[src/rtl/mult_div_unit.sv]
// Iterative multiply/divide unit holding the HI/LO registers.
// Each operation is one shift-add or restoring-division step per clock.
module mult_div_unit #(
  parameter int WIDTH = 32
) (
  input  logic             clock,
  input  logic             reset,
  input  logic             start,
  input  logic [1:0]       op,
  input  logic [WIDTH-1:0] a,
  input  logic [WIDTH-1:0] b,
  input  logic             hi_wr,
  input  logic             lo_wr,
  input  logic [WIDTH-1:0] wdata,
  output logic             busy,
  output logic             done,
  output logic             div_zero,
  output logic [WIDTH-1:0] hi,
  output logic [WIDTH-1:0] lo
);
  localparam int CW = $clog2(WIDTH) + 1;

  typedef enum logic [1:0] {IDLE, MULT, DIV, FINISH} state_e;

  state_e               state_q, state_d;
  logic [2*WIDTH-1:0]   acc_q, acc_d;
  logic [WIDTH-1:0]     opnd_q, opnd_d;
  logic [WIDTH-1:0]     hi_q, hi_d, lo_q, lo_d;
  logic [CW-1:0]        cnt_q, cnt_d;
  logic                 is_div_q, is_div_d;
  logic                 neg_res_q, neg_res_d;
  logic                 neg_rem_q, neg_rem_d;
  logic                 dz_q, dz_d;
  logic                 done_q, done_d;
  logic                 div_zero_q, div_zero_d;

  logic                 sgn;
  logic [WIDTH-1:0]     a_mag, b_mag;
  logic [WIDTH:0]       madd, rem_sh, diff;
  logic [2*WIDTH-1:0]   mult_next, div_next, prod;
  logic [WIDTH-1:0]     quo, rem;

  assign sgn   = ~op[0];
  assign a_mag = (sgn && a[WIDTH-1]) ? -a : a;
  assign b_mag = (sgn && b[WIDTH-1]) ? -b : b;

  // acc = {partial product, remaining multiplier bits}; carry shifts back in
  assign madd      = {1'b0, acc_q[2*WIDTH-1:WIDTH]} + (acc_q[0] ? {1'b0, opnd_q} : '0);
  assign mult_next = {madd, acc_q[WIDTH-1:1]};

  // acc = {remainder, dividend bits shifting into quotient}
  assign rem_sh   = acc_q[2*WIDTH-1:WIDTH-1];
  assign diff     = rem_sh - {1'b0, opnd_q};
  assign div_next = diff[WIDTH] ? {rem_sh[WIDTH-1:0], acc_q[WIDTH-2:0], 1'b0}
                                : {diff[WIDTH-1:0],   acc_q[WIDTH-2:0], 1'b1};

  assign prod = neg_res_q ? -acc_q : acc_q;
  assign quo  = neg_res_q ? -acc_q[WIDTH-1:0] : acc_q[WIDTH-1:0];
  assign rem  = neg_rem_q ? -acc_q[2*WIDTH-1:WIDTH] : acc_q[2*WIDTH-1:WIDTH];

  always_comb begin
    state_d    = state_q;
    acc_d      = acc_q;
    opnd_d     = opnd_q;
    hi_d       = hi_q;
    lo_d       = lo_q;
    cnt_d      = cnt_q;
    is_div_d   = is_div_q;
    neg_res_d  = neg_res_q;
    neg_rem_d  = neg_rem_q;
    dz_d       = dz_q;
    done_d     = 1'b0;
    div_zero_d = div_zero_q;
    case (state_q)
      IDLE: begin
        if (start) begin
          is_div_d   = op[1];
          neg_res_d  = sgn && (a[WIDTH-1] ^ b[WIDTH-1]);
          neg_rem_d  = sgn && a[WIDTH-1];
          opnd_d     = op[1] ? b_mag : a_mag;
          acc_d      = {{WIDTH{1'b0}}, (op[1] ? a_mag : b_mag)};
          cnt_d      = '0;
          dz_d       = op[1] && (b == '0);
          div_zero_d = 1'b0;
          state_d    = (op[1] && (b == '0)) ? FINISH : (op[1] ? DIV : MULT);
        end else begin
          if (hi_wr) hi_d = wdata;
          if (lo_wr) lo_d = wdata;
        end
      end
      MULT, DIV: begin
        acc_d = (state_q == MULT) ? mult_next : div_next;
        cnt_d = cnt_q + CW'(1);
        if (cnt_q == CW'(WIDTH - 1)) state_d = FINISH;
      end
      FINISH: begin
        done_d  = 1'b1;
        state_d = IDLE;
        if (dz_q) begin
          div_zero_d = 1'b1;
        end else if (is_div_q) begin
          hi_d = rem;
          lo_d = quo;
        end else begin
          hi_d = prod[2*WIDTH-1:WIDTH];
          lo_d = prod[WIDTH-1:0];
        end
      end
      default: state_d = IDLE;
    endcase
  end

  always_ff @(posedge clock or posedge reset) begin
    if (reset) begin
      state_q    <= IDLE;
      acc_q      <= '0;
      opnd_q     <= '0;
      hi_q       <= '0;
      lo_q       <= '0;
      cnt_q      <= '0;
      is_div_q   <= 1'b0;
      neg_res_q  <= 1'b0;
      neg_rem_q  <= 1'b0;
      dz_q       <= 1'b0;
      done_q     <= 1'b0;
      div_zero_q <= 1'b0;
    end else begin
      state_q    <= state_d;
      acc_q      <= acc_d;
      opnd_q     <= opnd_d;
      hi_q       <= hi_d;
      lo_q       <= lo_d;
      cnt_q      <= cnt_d;
      is_div_q   <= is_div_d;
      neg_res_q  <= neg_res_d;
      neg_rem_q  <= neg_rem_d;
      dz_q       <= dz_d;
      done_q     <= done_d;
      div_zero_q <= div_zero_d;
    end
  end

  assign busy     = (state_q != IDLE);
  assign done     = done_q;
  assign div_zero = div_zero_q;
  assign hi       = hi_q;
  assign lo       = lo_q;
endmodule
[config.mk]
export PLATFORM = sky130hd
export DESIGN_NAME = mult_div_unit
export DESIGN_NICKNAME = d
export VERILOG_FILES = /design/src/rtl/mult_div_unit.sv
export SDC_FILE = /design/constraint.sdc
export NUM_CORES = 1
export LEC_CHECK = 0
export ABC_CLOCK_PERIOD_IN_PS = 8390
export CAP_MARGIN = 0
export CORE_MARGIN = 2
export CORE_UTILIZATION = 30
export CTS_CLUSTER_DIAMETER = 60
export DETAILED_ROUTE_END_ITERATION = 8
export PLACE_DENSITY = 0.45
export SYNTH_ARGS = -nofsm -noshare
export SYNTH_HDL_FRONTEND = slang
export SYNTH_SLANG_ARGS = --single-unit
[constraint.sdc]
create_clock -name clock -period 8.39 [get_ports clock]
set_clock_uncertainty 0.1 [all_clocks]
set_input_delay 1.678 -clock clock [delete_from_list [all_inputs] [get_ports clock]]
set_output_delay 1.678 -clock clock [all_outputs]
set_load 0.01 [all_outputs]
Yosys cells after proc, flatten, opt, wreduce, memory -nomap -nowiden
Index checks and enable logic that the tools add are counted.
Cells by class
  add/subtract/negate cells: 8
  multipliers: 0
  divide/modulo/power cells: 0
  $lt $le $gt $ge: 0
  equal/unequal tests: 11
  shift-type cells: 0
  muxes and demuxes: 33
  bitwise gates (word level): 2
  reductions and logical operators: 16
Operators with widths (number)
  $mux 32: 15
  $mux 64: 4
  $neg 32->32: 4
  $pmux 32 s2: 2
  $pmux 64 s2: 1
  $neg 64->64: 1
  $add 32x32->33: 1
  $sub 33x32->33: 1
  $logic_not 32->1: 1
  $ne 2x2->1 const B: 7
  $pmux 6 s2: 1
  $mux 2: 4
  $reduce_and 4->1: 2
  $add 6x1->6 const B: 1
  $eq 6x5->1 const B: 1
  $mux 6: 1
  $pmux 2 s3: 1
  $reduce_and 2->1: 3
  $reduce_bool 2->1: 3
  $eq 2x2->1 const B: 2
  $logic_and 1x1->1: 4
  $mux 1: 3
  $reduce_and 3->1: 1
  $eq 2x1->1 const B: 1
  other kinds (5): 5
Storage, ports and cells
  bits in registers: 174
  bits in latches: 0
  memory bits (writable): 0
  memory bits (read-only): 0
  input port bits: 103
  output and inout port bits: 67
  logic and storage cells: 82
  memories kept: 0

Depth between registers and ports, before layout
  depth after elaboration: 6
  mapped depth: 14

Worst setup path after synthesis
OpenSTA, ideal clock, no wires.
  path kind: input to register
  start point: in a[5]
  end point: reg opnd_q[30]
  arrival time: 3.648 ns
  required time: 8.158 ns
  setup slack: 4.510 ns
  stages: 9
  cells stage by stage: or4_4 -> or4_4 -> nand3b_1 -> nand2b_1 -> o21ai_1 -> xor2_1 -> nor2_1 -> a21oi_1 -> o21ai_1
Between the ends
  cells in the longest elaborated chain, start to end: 3
RTL lines
  start, declared: RTL line 10  | input logic [WIDTH-1:0] a,
  $neg 32->32: RTL line 44  | assign a_mag = (sgn && a[WIDTH-1]) ? -a : a;
  $mux 32: RTL line 44
  $mux 32: RTL line 80  | opnd_d = op[1] ? b_mag : a_mag;
  end signal, assigned: RTL line 130  | opnd_q <= opnd_d;
  end, declared: RTL line 27  | logic [WIDTH-1:0] opnd_q, opnd_d;
Every way passes these cells.
A chain may end at the register's enable or synchronous reset.

Final worst setup path
  start point: reg acc_q[0]
  end point: reg acc_q[63]
Between the ends
  cells in the longest elaborated chain, start to end: 4
RTL lines
  start, declared: RTL line 26  | logic [2*WIDTH-1:0] acc_q, acc_d;
  start signal, assigned: RTL line 116  | acc_q <= '0;
  start signal, assigned: RTL line 129  | acc_q <= acc_d;
  $mux 32: RTL line 48  | assign madd = {1'b0, acc_q[2*WIDTH-1:WIDTH]} + (acc_q[0] ? {1'b0, opnd_q} : '0);
  $add 32x32->33: RTL line 48
  $mux 64: RTL line 92  | acc_d = (state_q == MULT) ? mult_next : div_next;
  $pmux 64 s2: RTL line 74  | case (state_q)
Every way passes these cells.

==> run metrics <==
status complete, no violations; Final min period 4.77 ns; Post-synth EDFFs 0; Power Dens Cells 436 nW/um2; final setup margin 3.62 ns; hold_buf cts 0; FF/Latch Area 4350 um2; crit-path max FO 32; most common cell after layout, fill and taps aside nand2_1; # fillers 5,284; die height 229 um; post-synthesis cell type count 76; TNS Setup 0 ns; R2R Setup Slk 3.62 ns; initial core utilization 0.303; Wirelength per Cell 19.7 um; Rel. slew slack 0.147; post-CTS resize count 0; Area growth, synth to finish 18.7%; drt via density 5.28; Slew @ Worst Pin 1.28 ns; ys async rst share 1.00; CTS tree built; DR pass1 iterations 5; worst path bufs/invs 1; antenna-violating nets left 0; setup violators final 0; Slowest cell on crit path a2111oi_0; post-synthesis cell area 15,200 um2; drt initial violations 1,231; die width 229 um; syn nets 2,124; Critical Path Most Common Cell o2111ai_1; drc violations 0; Mapped Cells 1,947; number of H-tree levels 4; Die ar. 52,300 um2; worst path cell trace inv_1 -> nor2_1 -> ha_1 -> nor2b_1 -> o2111ai_1 -> a2111oi_0 -> or3b_2 -> a211oi_1 -> o21ai_0 -> o2111ai_1 -> a31o_2 -> a21oi_1; RePlAce Congestion 0.902; HP Class flip-flop to flip-flop; R2R depth 12; CTS sink count 174; Crit Path Category flip-flop to flip-flop; cell leakage power 0.00737 uW; largest net degree at the start of global routing 126; first-pass GRT wire length 84.0 mm; Yosys reg bits 174; crit share post-route 0.568; post-CTS setup buffer count 0; Worst path max stage delay 0.81 ns; Worst path depth 12; Post-DP HPWL 42.0 mm; Reg-to-Reg Start acc_q[0]; Clock Latency Late Sink 0.46 ns; RSZ-0062 raised after global routing false; total gr overflow 0; family with the most delay on the worst path compound AO/OA/AOI/OAI gates; top_reg_cell synth dfrtp_1; Overall Power 7850 uW; gr usage total 0.205; fin nets 2,210; Max Slew Vio Count 0; number of global-route vias before repair 14,000; Syn Area/Cell 7.78 um2; Max VDD drop 0.184 mV; Critical Path AT 5.05 ns; io pins 170; Fin. Hold Viols 0; achievable frequency 0.210 GHz; Core Util, Final 0.360; worst slack at placement 3.47 ns; most frequent cells in the layout 210 x nand2_1, 197 x nor2_1, 195 x o21ai_0; max-cap violation count 0; final WL 53.5 mm; Core Region 50,000 um2; clk root buf clkbuf_16; Reg-to-Reg End acc_q[63]; CP endpoint kind flip-flop; multi-input logic area 10,100 um2; yosys warns 0; Clock Path Buffers 2; count of input and output buffers 169; vias 14,400; crit path to acc_q[63]; layout cells sized above 1 0.0508; FP Rows 82; Seq/Total Area, Yosys 0.287; initial antenna violation count 0; cts bufs inserted 17; crit start category flip-flop; Worst Path Required 8.67 ns; clk slew on worst S/H paths 0.07 ns; CP startpoint acc_q[0]
-- per-layer routing --
metal	up-vias	part of all wire	global-route usage	routed length, um
li1	7177	-	-	-
met1	6713	0.52	0.312	27900
met2	423	0.42	0.305	22200
met3	48	0.046	0.0225	2460
met4	0	0.016	0.0513	870
met5	-	0	0	0
-- power by group --
part           internal, uW  leakage, uW  switching, uW
logic                  2070      0.00493           3170
clock network           479     0.000288            374
registers              1240      0.00216            509
total                  3800      0.00737           4050
-- cells in the mapped netlist, drive strengths merged (6+ instances only) --
library cell / n / area, um2
nand2: 212 / 798
o21ai: 206 / 1040
nor2: 197 / 739
a21oi: 191 / 956
dfrtp: 174 / 4350
clkbuf: 102 / 383
xor2: 90 / 788
xnor2: 84 / 736
ha: 72 / 901
inv: 71 / 267
mux2i: 48 / 480
a211oi: 46 / 345
a21o: 38 / 285
nand3: 33 / 165
nor3: 32 / 165
mux2: 27 / 304
a22oi: 26 / 195
nor2b: 26 / 163
o31ai: 23 / 173
nor4: 19 / 131
nand2b: 18 / 113
buf: 17 / 77.6
nand4: 17 / 106
a31oi: 14 / 87.6
or4: 14 / 116
o211ai: 13 / 103
o21a: 12 / 90.1
and2: 11 / 68.8
o41ai: 11 / 104
o221ai: 10 / 87.6
nor3b: 6 / 45.0
o21bai: 6 / 45.0
or3: 6 / 42.5
-- flip-flops by register name, indices dropped and copies added (netlist names) --
register and cells:
done 1, dz_q 1, acc_q 64, div_zero 1, cnt_q 6, is_div_q 1, neg_rem_q 1, lo 32
opnd_q 32, state_q 2, neg_res_q 1, hi 32
-- area by class of cell --
class | count | share of cell area
multi-input combinational | 1583 | 0.561
tap | 672 | 0.0467
antenna | 1 | 0.000139
sequential | 174 | 0.242
timing repair buffer | 186 | 0.101
clock buffer | 20 | 0.0248
clock inverter | 12 | 0.00876
inverter | 71 | 0.0151
-- kinds of logic (layout without fill, tap and decap cells) --
kind of cell	Yosys count	in the layout	synth area share
AO/OA/AOI/OAI	647	647	0.262
AND/OR/NAND/NOR	613	613	0.189
buffers and inverters	190	289	0.0480
XOR/XNOR	174	174	0.101
flip-flops	174	174	0.287
multiplexers	75	75	0.0518
adder cells (fa/ha/maj)	74	74	0.0621
other	0	1	0
-- worst min-delay path: cells and delay by family, from the launching register on --
kind,cells,cell delay (ns)
compound gates,1,0.06
flops,1,0.34
simple gates,1,0.04
-- metrics by stage --
stage | hold WS (ns) | std cells | cell area (um2)
6_report | 0.377 | 2719 | 18000
5_1_grt | 0.402 | 2718 | 18000
4_1_cts | 0.387 | 2718 | 18000
3_5_place_dp | 0.372 | 2686 | 17400
3_3_place_gp | 0.364 | 2686 | 17400
2_1_floorplan | 0.350 | 1947 | 15200
-- worst min-delay path by stage --
| stage | end | start | depth (start not counted) | slack [ns] |
|---|---|---|---|---|
| finish | hi[24] | hi[24] | 2 | 0.38 |
| global route | hi[24] | hi[24] | 2 | 0.40 |
| CTS | opnd_q[21] | opnd_q[21] | 2 | 0.39 |
| detailed placement | opnd_q[21] | opnd_q[21] | 2 | 0.37 |
| global placement | lo[21] | lo[21] | 2 | 0.36 |
| floorplan | opnd_q[10] | opnd_q[10] | 2 | 0.35 |
Power figures use the tool's default switching activity.
